### config.mk
export PLATFORM = sky130hd
export DESIGN_NAME = network_source
export DESIGN_NICKNAME = d
export VERILOG_FILES = /design/src/rtl/network_source.sv
export SDC_FILE = /design/constraint.sdc
export NUM_CORES = 1
export LEC_CHECK = 0
export ABC_AREA = 0
export BUFFER_PORTS_ARGS = -buffer_cell sky130_fd_sc_hd__buf_2
export CORE_MARGIN = 5
export CORE_UTILIZATION = 39
export DETAILED_ROUTE_END_ITERATION = 12
export GPL_TIMING_DRIVEN = 0
export PLACE_DENSITY = 0.64
export SETUP_SLACK_MARGIN = 0.15
export SYNTH_ARGS = -nofsm -noshare
export SYNTH_HDL_FRONTEND = slang
export SYNTH_SLANG_ARGS = --single-unit
### constraint.sdc
create_clock -name clk -period 1.9 [get_ports clk]
set_input_delay 0.285 -clock clk [delete_from_list [all_inputs] [get_ports clk]]
set_output_delay 0.285 -clock clk [all_outputs]
set_load 0.02 [all_outputs]
### src/rtl/network_source.sv
// Host-stream to network adapter: collects per-input charges from command words
// and issues network steps (or a clear) carrying that frame.
module network_source #(
  parameter  int NUM_INP      = 4,
  parameter  int CHARGE_WIDTH = 8,
  parameter  int RUN_WIDTH    = 8,
  localparam int IDX_WIDTH    = (NUM_INP > 1) ? $clog2(NUM_INP) : 1,
  localparam int PAY_WIDTH    = (CHARGE_WIDTH > RUN_WIDTH) ? CHARGE_WIDTH : RUN_WIDTH,
  localparam int SRC_WIDTH    = 2 + IDX_WIDTH + PAY_WIDTH
) (
  input  logic                            clk,
  input  logic                            rst,
  input  logic                            src_valid,
  output logic                            src_ready,
  input  logic [SRC_WIDTH-1:0]            src,
  input  logic                            net_ready,
  output logic                            net_valid,
  output logic                            net_clear,
  output logic [NUM_INP*CHARGE_WIDTH-1:0] net_inp
);

  typedef enum logic [1:0] {
    ST_ACCEPT,
    ST_RUN,
    ST_CLEAR
  } state_t;

  localparam logic [1:0] OP_NOP = 2'b00;
  localparam logic [1:0] OP_SPK = 2'b01;
  localparam logic [1:0] OP_RUN = 2'b10;
  localparam logic [1:0] OP_CLR = 2'b11;

  state_t                            state_q, state_d;
  logic [NUM_INP*CHARGE_WIDTH-1:0]   frame_q, frame_d;
  logic [RUN_WIDTH-1:0]              remaining_q, remaining_d;
  logic                              net_valid_q, net_valid_d;
  logic                              net_clear_q, net_clear_d;

  logic [1:0]                        src_op;
  logic [IDX_WIDTH-1:0]              src_idx;
  logic [PAY_WIDTH-1:0]              src_pay;
  logic [31:0]                       idx_ext;
  logic [RUN_WIDTH-1:0]              run_len;
  logic                              src_fire;
  logic                              net_fire;

  assign src_op    = src[SRC_WIDTH-1 -: 2];
  assign src_idx   = src[PAY_WIDTH +: IDX_WIDTH];
  assign src_pay   = src[PAY_WIDTH-1:0];
  assign idx_ext   = 32'(src_idx);
  assign run_len   = src_pay[RUN_WIDTH-1:0];

  assign src_ready = (state_q == ST_ACCEPT) && !rst;
  assign src_fire  = src_valid && src_ready;
  assign net_fire  = net_valid_q && net_ready;

  assign net_valid = net_valid_q;
  assign net_clear = net_clear_q;
  assign net_inp   = frame_q;

  always_comb begin
    state_d     = state_q;
    frame_d     = frame_q;
    remaining_d = remaining_q;
    net_valid_d = net_valid_q;
    net_clear_d = net_clear_q;

    case (state_q)
      ST_ACCEPT: begin
        if (src_fire) begin
          case (src_op)
            OP_NOP: ;
            // Only in-range indices match a slot; out-of-range SPK words fall through unused.
            OP_SPK: begin
              for (int i = 0; i < NUM_INP; i++) begin
                if (idx_ext == 32'(i)) begin
                  frame_d[i*CHARGE_WIDTH +: CHARGE_WIDTH] = src_pay[CHARGE_WIDTH-1:0];
                end
              end
            end
            OP_RUN: begin
              if (run_len != '0) begin
                remaining_d = run_len;
                net_valid_d = 1'b1;
                net_clear_d = 1'b0;
                state_d     = ST_RUN;
              end
            end
            OP_CLR: begin
              net_valid_d = 1'b1;
              net_clear_d = 1'b1;
              state_d     = ST_CLEAR;
            end
            default: ;
          endcase
        end
      end

      // Charges ride only on the first step of a run; later steps carry zeros.
      ST_RUN: begin
        if (net_fire) begin
          frame_d     = '0;
          remaining_d = remaining_q - RUN_WIDTH'(1);
          if (remaining_q == RUN_WIDTH'(1)) begin
            net_valid_d = 1'b0;
            state_d     = ST_ACCEPT;
          end
        end
      end

      ST_CLEAR: begin
        if (net_fire) begin
          frame_d     = '0;
          net_valid_d = 1'b0;
          net_clear_d = 1'b0;
          state_d     = ST_ACCEPT;
        end
      end

      default: begin
        state_d     = ST_ACCEPT;
        net_valid_d = 1'b0;
        net_clear_d = 1'b0;
      end
    endcase
  end

  always_ff @(posedge clk) begin
    if (rst) begin
      state_q     <= ST_ACCEPT;
      frame_q     <= '0;
      remaining_q <= '0;
      net_valid_q <= 1'b0;
      net_clear_q <= 1'b0;
    end else begin
      state_q     <= state_d;
      frame_q     <= frame_d;
      remaining_q <= remaining_d;
      net_valid_q <= net_valid_d;
      net_clear_q <= net_clear_d;
    end
  end

endmodule

**After elaboration in Yosys (flattened, before gate mapping)**

Cells that the tools add are included.

- Output and inout port bits: 35
- Register bits after elaboration: 44
- Word-level logic and storage cells: 81

- Muxes and demuxes: 31
- $add $sub $neg: 1
- Bitwise logic cells: 1
- Reductions and logical operators: 17
- Eq/ne operators: 23

Operators by type and width:

| cell | count |
|---|---|
| 2-to-1 mux 32 bit | 3 |
| 2-to-1 mux 8 bit | 8 |
| case mux 32 bit (2 select lines) | 1 |
| logical NOT 32 bit | 1 |
| AND reduction 5 bit | 6 |
| != test 2 x 1 -> 1 bit (second input constant) | 8 |
| case mux 8 bit (2 select lines) | 1 |
| == test 2 bit (second input constant) | 5 |
| 2-to-1 mux 2 bit | 5 |
| == test 8 x 1 -> 1 bit (second input constant) | 1 |
| != test 2 bit (second input constant) | 4 |
| nonzero test 8 bit | 1 |
| subtractor 8 x 1 -> 8 bit (second input constant) | 1 |
| 2-to-1 mux 1 bit | 7 |
| == test 2 x 1 -> 1 bit (second input constant) | 3 |
| case mux 1 bit (3 select lines) | 2 |
| case mux 2 bit (3 select lines) | 1 |
| AND reduction 6 bit | 1 |
| case mux 1 bit (2 select lines) | 2 |
| case mux 2 bit (2 select lines) | 1 |
| nonzero test 2 bit | 2 |
| logical AND 1 bit | 3 |
| != test 3 x 1 -> 1 bit (second input constant) | 1 |
| != test 3 bit (second input constant) | 1 |
| 4 further kinds | 4 |

**Logic depth before layout (Yosys ltp)**

Gate-level depths: netlist of run 1.

- Depth in word-level cells: 5
- Depth in mapped cells: 9
- Mapped depth without buffers: 7

**Worst setup path after synthesis of run 1**

Ideal clock, no wire load.

- Kind: register to register
- Start point: reg state_q[0]
- End point: reg frame_q[27], in the netlist net_inp[27]
- Arrival: 1687 ps
- Cell stages (with the launch flop): 9
- Data required time: 1772 ps
- Slack: 86 ps
- Buffers on the path: 1
- Cells stage by stage: dfxtp_1 > inv_1 > ha_1 > nand2b_1 > a22oi_2 > a21boi_2 > buf_6 > mux2i_1 > nor2_1

- Word-level cells in the longest chain between the ends: 5

RTL lines:

| element | line | RTL |
|---|---|---|
| start: declaration | 33 | `state_t state_q, state_d;` |
| start signal: assignment | 136 | `state_q <= state_d;` |
| logical NOT 2 bit | 53, 68 |  |
| logical AND 1 bit | 53 | `assign src_ready = (state_q == ST_ACCEPT) && !rst;` |
| logical AND 1 bit | 54 | `assign src_fire = src_valid && src_ready;` |
| != test 2 bit (no line) | - |  |
| AND reduction 5 bit (no line) | - |  |
| end signal: assignment | 137 | `frame_q <= frame_d;` |
| end: declaration | 34 | `logic [NUM_INP*CHARGE_WIDTH-1:0] frame_q, frame_d;` |

Several ways; a longest one is shown, not always the timed one.
A chain may end at the register's enable or synchronous reset.

**Final worst setup path of run 1**

- Start point: reg state_q[0]
- End point: reg net_valid_q, in the netlist net_valid

RTL lines:

| element | line | RTL |
|---|---|---|
| == test 2 bit, or another cell as far along | 68 | `case (state_q)` |
| case mux 1 bit (3 select lines) * | 68 |  |
| net net_valid_d | 36 | `logic net_valid_q, net_valid_d;` |
| end signal: assignment | 139 | `net_valid_q <= net_valid_d;` |
| end: declaration | 36 |  |

Mark *: on every way through the listed nets, which the timed path passes. The rest lies on a longest branch.

==> out/metrics.csv, run 1 <==
stage;metric;value;unit
status;run status;complete, no violations;
timing;worst-margin pin slew;0.475;ns
synth;top-count cell post-synth;dfxtp_1;
layout;design area;2710;um^2
routing;Pre-antenna DRT Iters;4;
setup_path;Crit Path Max Fanout;7;
timing;Slew Limit Fails;0;
setup_path;CP Capture Type;flip-flop;
clock_network;Clk Tree Root Cell;clkbuf_8;
synth;count of different cell masters after synthesis;41;
timing;Fin Setup TNS;0;ns
setup_path;Crit-path slowest cell;or3b_4;
routing;DR DRC count;0;
synth;dominant synthesized flop cell;dfxtp_1;
place;placed cell areas;2440;um^2
clock_network;CTS clk-pin slew, worst paths;0.09;ns
clock_network;clk buf depth;2;
synth;Seq cells post-synth;44;
layout;layout cells sized above 1;0.320;
floorplan;die area;6930;um^2
grt;initial antenna violation count;0;
place;dpl cells;350;
floorplan;num ports;51;
timing;min cycle time layout;1.77;ns
layout;# diodes;0;
clock_network;clk_lat worst skew;0.29;ns
place;GPL Wtd Cong;0.831;
timing;final setup violation count;0;
routing;vias per cell;4.86;
routing;via count of the routed design;1784;
grt;overall routing resource usage;0.152;
synth;ranking of synthesized cells by area;dfxtp_1 42%, mux2i_1 17%, nor2_1 7.5%;
setup_path;register-to-register setup slack;0.13;ns
setup_path;Startpoint Class;flip-flop;
timing;RSZ-0062 raised after global routing;yes;
synth;sequential cell area fraction in the yosys report;0.421;
clock_network;CTS tree;yes;
setup_path;Slowest Stage Delay on Critical Path;0.43;ns
floorplan;Die Width;83.2;um
floorplan;core footprint;5170;um^2
setup_path;Worst Setup EP;net_valid;
job;max-capacitance violation count;0;
synth;cell area after synthesis;2090;um^2
place;I/O Buffers;50;
floorplan;Starting Density;0.404;
routing;Initial DRC Count;87;
timing;final hold violations;0;
timing;Max Fclk;565;MHz
setup_path;CP startpoint;state_q[0];
pwr;PD cells;919;nW/um^2
floorplan;Die Span Y;83.2;um
clock_network;CTS Sinks;44;
layout;synthesis-to-layout area growth;29.5;%
synth;largest area contributor in the netlist;dfxtp_1;
setup_path;CP arrival;1.96;ns
setup_path;CP Cell Sequence;inv_4, ha_4, buf_6, a22oi_2, or3b_4, mux2_4;
clock_network;CTS H-tree lvls;2;
synth;post-synth top area share;0.421;
synth;Post-synth ARST share;0;
setup_path;Crit Reg-Reg Startpoint;state_q[0];
synth;Syn Area/Cell;9.10;um^2
synth;Commonest cells post-synth;44 x dfxtp_1, 42 x nor2_1, 35 x mux2i_1;
place;Detailed Place HPWL;3780;um
layout;fin nets;317;
timing;clk_skew;0.00493;ns
timing;final period utilization;0.931;
synth;gate count after technology mapping;230;
timing;setup ws final;0.131;ns
grt;number of global-route vias before repair;1773;
synth;Post-synth EDFFs;0;
setup_path;R2R depth;6;
setup_path;Worst Path Required;2.09;ns
place;Setup WS pre-CTS;-0.00138;ns
grt;wire length of the first global-routing pass;8740;um
floorplan;Rows;26;
routing;wire length per cell;14.1;um
setup_path;r2r endpoint;net_valid;
pwr;Worst VDD drop;0.000513;V
layout;Post-Layout Cell Count;367;
pwr;leakage;1.30;nW
hold_path;Hold Path Class;in -> reg;
routing;Post-Route WL;5180;um
synth;syn nets;251;
timing;normalized max-slew margin;0.683;
clock_network;CTS Buf Count;5;
synth;synth warn;0;
setup_path;Crit Path Class;reg -> reg;
routing;antenna viol nets, final;0;
grt;pin count of the biggest net entering global routing;15;
grt;grt total ovfl;0;
==> worst min-delay path by stage <==
stage	start	end	slack (ns)	cells after the start
CTS	src[11]	state_q[1]	0.31	3
detailed placement	net_clear	net_clear	0.47	2
global placement	net_clear	net_clear	0.46	2
floorplan	remaining_q[7]	remaining_q[7]	0.45	2
global route	src[11]	state_q[1]	0.36	3
finish	src[11]	state_q[1]	0.31	3
==> per-layer routing <==
layer  up-vias  wire length, um  track usage
li1        912                -            -
met1       811             2250        0.189
met2        51             2570        0.253
met5         -                0            0
met3        10              250       0.0297
met4         0              106       0.0684
==> sequential cells by signal, indices dropped and copies added, names as in the netlist <==
name,cells
net_inp,32
remaining_q,8
net_valid,1
net_clear,1
state_q,2
==> cell families after synthesis <==
logic type	count (synthesis)	synth area share
flops	44	0.421
buf+inv	18	0.0449
compound gates	34	0.102
mux	36	0.175
simple gates	92	0.224
xor+xnor	1	0.00419
fa+ha+maj	5	0.0299
==> repair_timing <==
action	4_1_cts	5_1_grt
gates resized for setup	8	15
pin swaps	2	5
setup endpoints to repair	42	36
endpoints found under the hold margin	0	0
hold buffers	0	0
buffers inserted	6	3
==> layout by cell type, fill, tap and decap left out, drive strengths merged, types with 2 or more instances in the layout <==
cell,netlist,layout
a21oi,11,11
o21ai,10,10
ha,5,5
nor2b,7,7
inv,7,7
clkbuf,6,12
a211oi,2,2
a21o,3,3
nor3,4,4
buf,5,64
nand2b,6,6
mux2i,35,35
dfxtp,44,44
nand4,2,2
nor2,42,42
a22oi,2,2
nand2,14,14
nand3,5,5
and2b,5,5
==> critical path: cells and delay by family (launching register included) <==
| family | cells | cell delay [ns] |
|---|---|---|
| compound gates | 1 | 0.22 |
| mux | 1 | 0.30 |
| buf+inv | 2 | 0.17 |
| fa+ha+maj | 1 | 0.16 |
| simple gates | 1 | 0.43 |
| flops | 1 | 0.38 |
==> per-stage QoR <==
stage / hold slack (ns) / util / power, mW
6_report: 0.314 / 0.524 / 2.49
5_1_grt: 0.362 / 0.524 / 2.62
4_1_cts: 0.307 / 0.509 / 2.47
3_5_place_dp: 0.470 / 0.472 / 1.66
2_1_floorplan: 0.454 / - / 1.49
3_3_place_gp: 0.459 / 0.472 / 1.65
==> power by group <==
group          leakage, nW  internal (mW)  switching [mW]
logic                0.877          0.316           0.393
registers            0.357          0.982          0.0428
clock network       0.0614          0.430           0.326
total                 1.30           1.73           0.761
==> final cells by class <==
class	count	area (um^2)
flip-flops and latches	44	886
plain buffers	11	76.3
fillers	491	2460
well taps	70	87.6
multi-input cells	168	1190
clock inverters	2	38.8
clock buffers	6	82.6
repair buffers	59	318
inverters	7	31.3
Power figures use the tool's default switching activity.
==> run 2: changes to the inputs <==
Settings changed: CORE_UTILIZATION 39 to 47, PLACE_DENSITY 0.64 to 0.74.
==> run 2 against run 1 <==
- combinational power grew 5.2%
- worst hold slack lost 0.012 ns
- sequential share of layout area is essentially flat
- cell area shrank 0.23%
- global-route usage grew 2.3 points
- total power grew 1.1%
- fmax grew 1.3%
- flip-flop and latch count is the same
- routed wire length grew 4.4%
- core utilization grew 10 points
- via count grew 2.3%
- worst setup slack gained 0.023 ns
==> out/metrics.csv, run 2 (same netlist as run 1, synthesis figures left out) <==
stage;metric;value;unit
setup_path;Startpoint Class;flip-flop;
layout;synthesis-to-layout area growth;29.2;%
timing;final setup violation count;0;
floorplan;num ports;51;
grt;wire length of the first global-routing pass;8460;um
clock_network;CTS Buf Count;5;
setup_path;Worst Path Required;2.10;ns
routing;DR DRC count;0;
setup_path;crit path buf inv count;1;
layout;max reg flops;32;
setup_path;Slowest Stage Delay on Critical Path;0.42;ns
timing;min cycle time layout;1.75;ns
place;I/O Buffers;50;
layout;commonest non-fill, non-tap cell in the layout;buf_2;
setup_path;CP arrival;1.95;ns
layout;footprint of the multi-input gates;1180;um^2
timing;Max Fclk;573;MHz
routing;vias per cell;5.20;
setup_path;Crit Path Max Fanout;5;
place;dpl cells;332;
pwr;leakage;1.31;nW
floorplan;Die Span Y;76.7;um
grt;initial antenna violation count;0;
layout;fin nets;319;
layout;Post-Layout Cell Count;351;
layout;layout cells sized above 1;0.334;
grt;grt total ovfl;0;
setup_path;CP delay by family, top;simple AND/OR/NAND/NOR gates;
layout;most frequent cells in the layout;50 x buf_2, 42 x nor2_1, 42 x dfxtp_1, 34 x mux2i_1, 12 x nand2_1;
routing;antenna viol nets, final;0;
job;max-capacitance violation count;0;
floorplan;die area;5890;um^2
layout;fill count;376;
timing;Fin Setup TNS;0;ns
timing;final period utilization;0.919;
hold_path;Hold Path Class;in -> reg;
grt;pin count of the biggest net entering global routing;16;
timing;final hold violations;0;
routing;wire length per cell;15.4;um
timing;worst-margin pin slew;0.484;ns
clock_network;clk_lat worst skew;0.30;ns
routing;Post-Route WL;5410;um
timing;RSZ-0062 raised after global routing;yes;
status;run status;complete, no violations;
timing;normalized max-slew margin;0.677;
grt;overall routing resource usage;0.175;
timing;clk_skew;0.00781;ns
setup_path;Crit Path Class;reg -> reg;
floorplan;Starting Density;0.484;
clock_network;clk buf depth;2;
routing;via count of the routed design;1825;
clock_network;Clk Tree Root Cell;clkbuf_8;
routing;Pre-antenna DRT Iters;4;
timing;Slew Limit Fails;0;
floorplan;Die Width;76.7;um
setup_path;Crit-path slowest cell;or3b_4;
clock_network;CTS clk-pin slew, worst paths;0.09;ns
pwr;Worst VDD drop;0.000471;V
setup_path;CP Capture Type;flip-flop;
clock_network;CTS Sinks;44;
grt;number of global-route vias before repair;1770;
clock_network;# hold bufs at CTS;0;
floorplan;Rows;24;
layout;# diodes;0;
place;GPL Wtd Cong;0.868;
setup_path;CP Cell Sequence;inv_2, ha_4, nor2b_1, a21oi_1, o21ai_1, or3b_4, mux2_4;
routing;Initial DRC Count;99;
layout;storage element area;883;um^2
pwr;PD cells;931;nW/um^2
clock_network;CTS tree;yes;
floorplan;core footprint;4320;um^2
place;Detailed Place HPWL;3580;um
clock_network;CTS H-tree lvls;2;
run 2: cell type report:
class,instances,share of cell area
Timing Repair Buffer,61,0.131
Tap cell,52,0.0241
Clock buffer,5,0.0255
Sequential cell,44,0.327
Clock inverter,3,0.0171
Inverter,7,0.00972
Multi-Input combinational cell,168,0.436
Buffer,11,0.0301
run 2: through the flow:
stage               area [um^2]  total power [mW]  utilization  setup slack (ns)  hold slack (ns)
detailed placement         2420              1.65        0.560            0.0200            0.469
global placement           2420              1.64        0.560            0.0442            0.464
floorplan                  2100              1.49            -             0.181            0.454
CTS                        2590              2.42        0.600             0.165            0.297
global route               2700              2.63        0.625            0.0857            0.321
finish                     2700              2.52        0.625             0.154            0.302
run 2: worst paths after layout:
kind / from / to / slack (ns) / cells after the start
max: state_q[0] / net_valid / 0.15 / 7
min: src[11] / state_q[1] / 0.30 / 3
max reg2reg: state_q[0] / net_valid / 0.15 / 7
min reg2reg: net_clear / net_clear / 0.48 / 2
run 2: power by group:
group | leakage (nW) | switching, mW | internal, mW | total [mW]
clock | 0.0548 | 0.351 | 0.396 | 0.748
combinational | 0.898 | 0.408 | 0.339 | 0.746
sequential | 0.357 | 0.0399 | 0.982 | 1.02
total | 1.31 | 0.799 | 1.72 | 2.52
run 2: what timing repair did:
action                     4_1_cts  5_1_grt
resized for setup                9       17
setup endpoints to repair       29       37
pin swaps                        4        5
cloned                           0        1
setup buffers                    5        5
run 2: tightest hold or removal path, stage by stage:
cell,delay (ns)
buf_2,0.13
nand3_1,0.08
mux2i_1,0.07
run 2: metal layers:
metal / global-route usage / part of all wire / vias up
li1: - / - / 916
met3: 0.0398 / 0.037 / 13
met1: 0.216 / 0.44 / 851
met4: 0.0857 / 0.027 / 0
met2: 0.284 / 0.49 / 45
met5: 0 / 0 / -
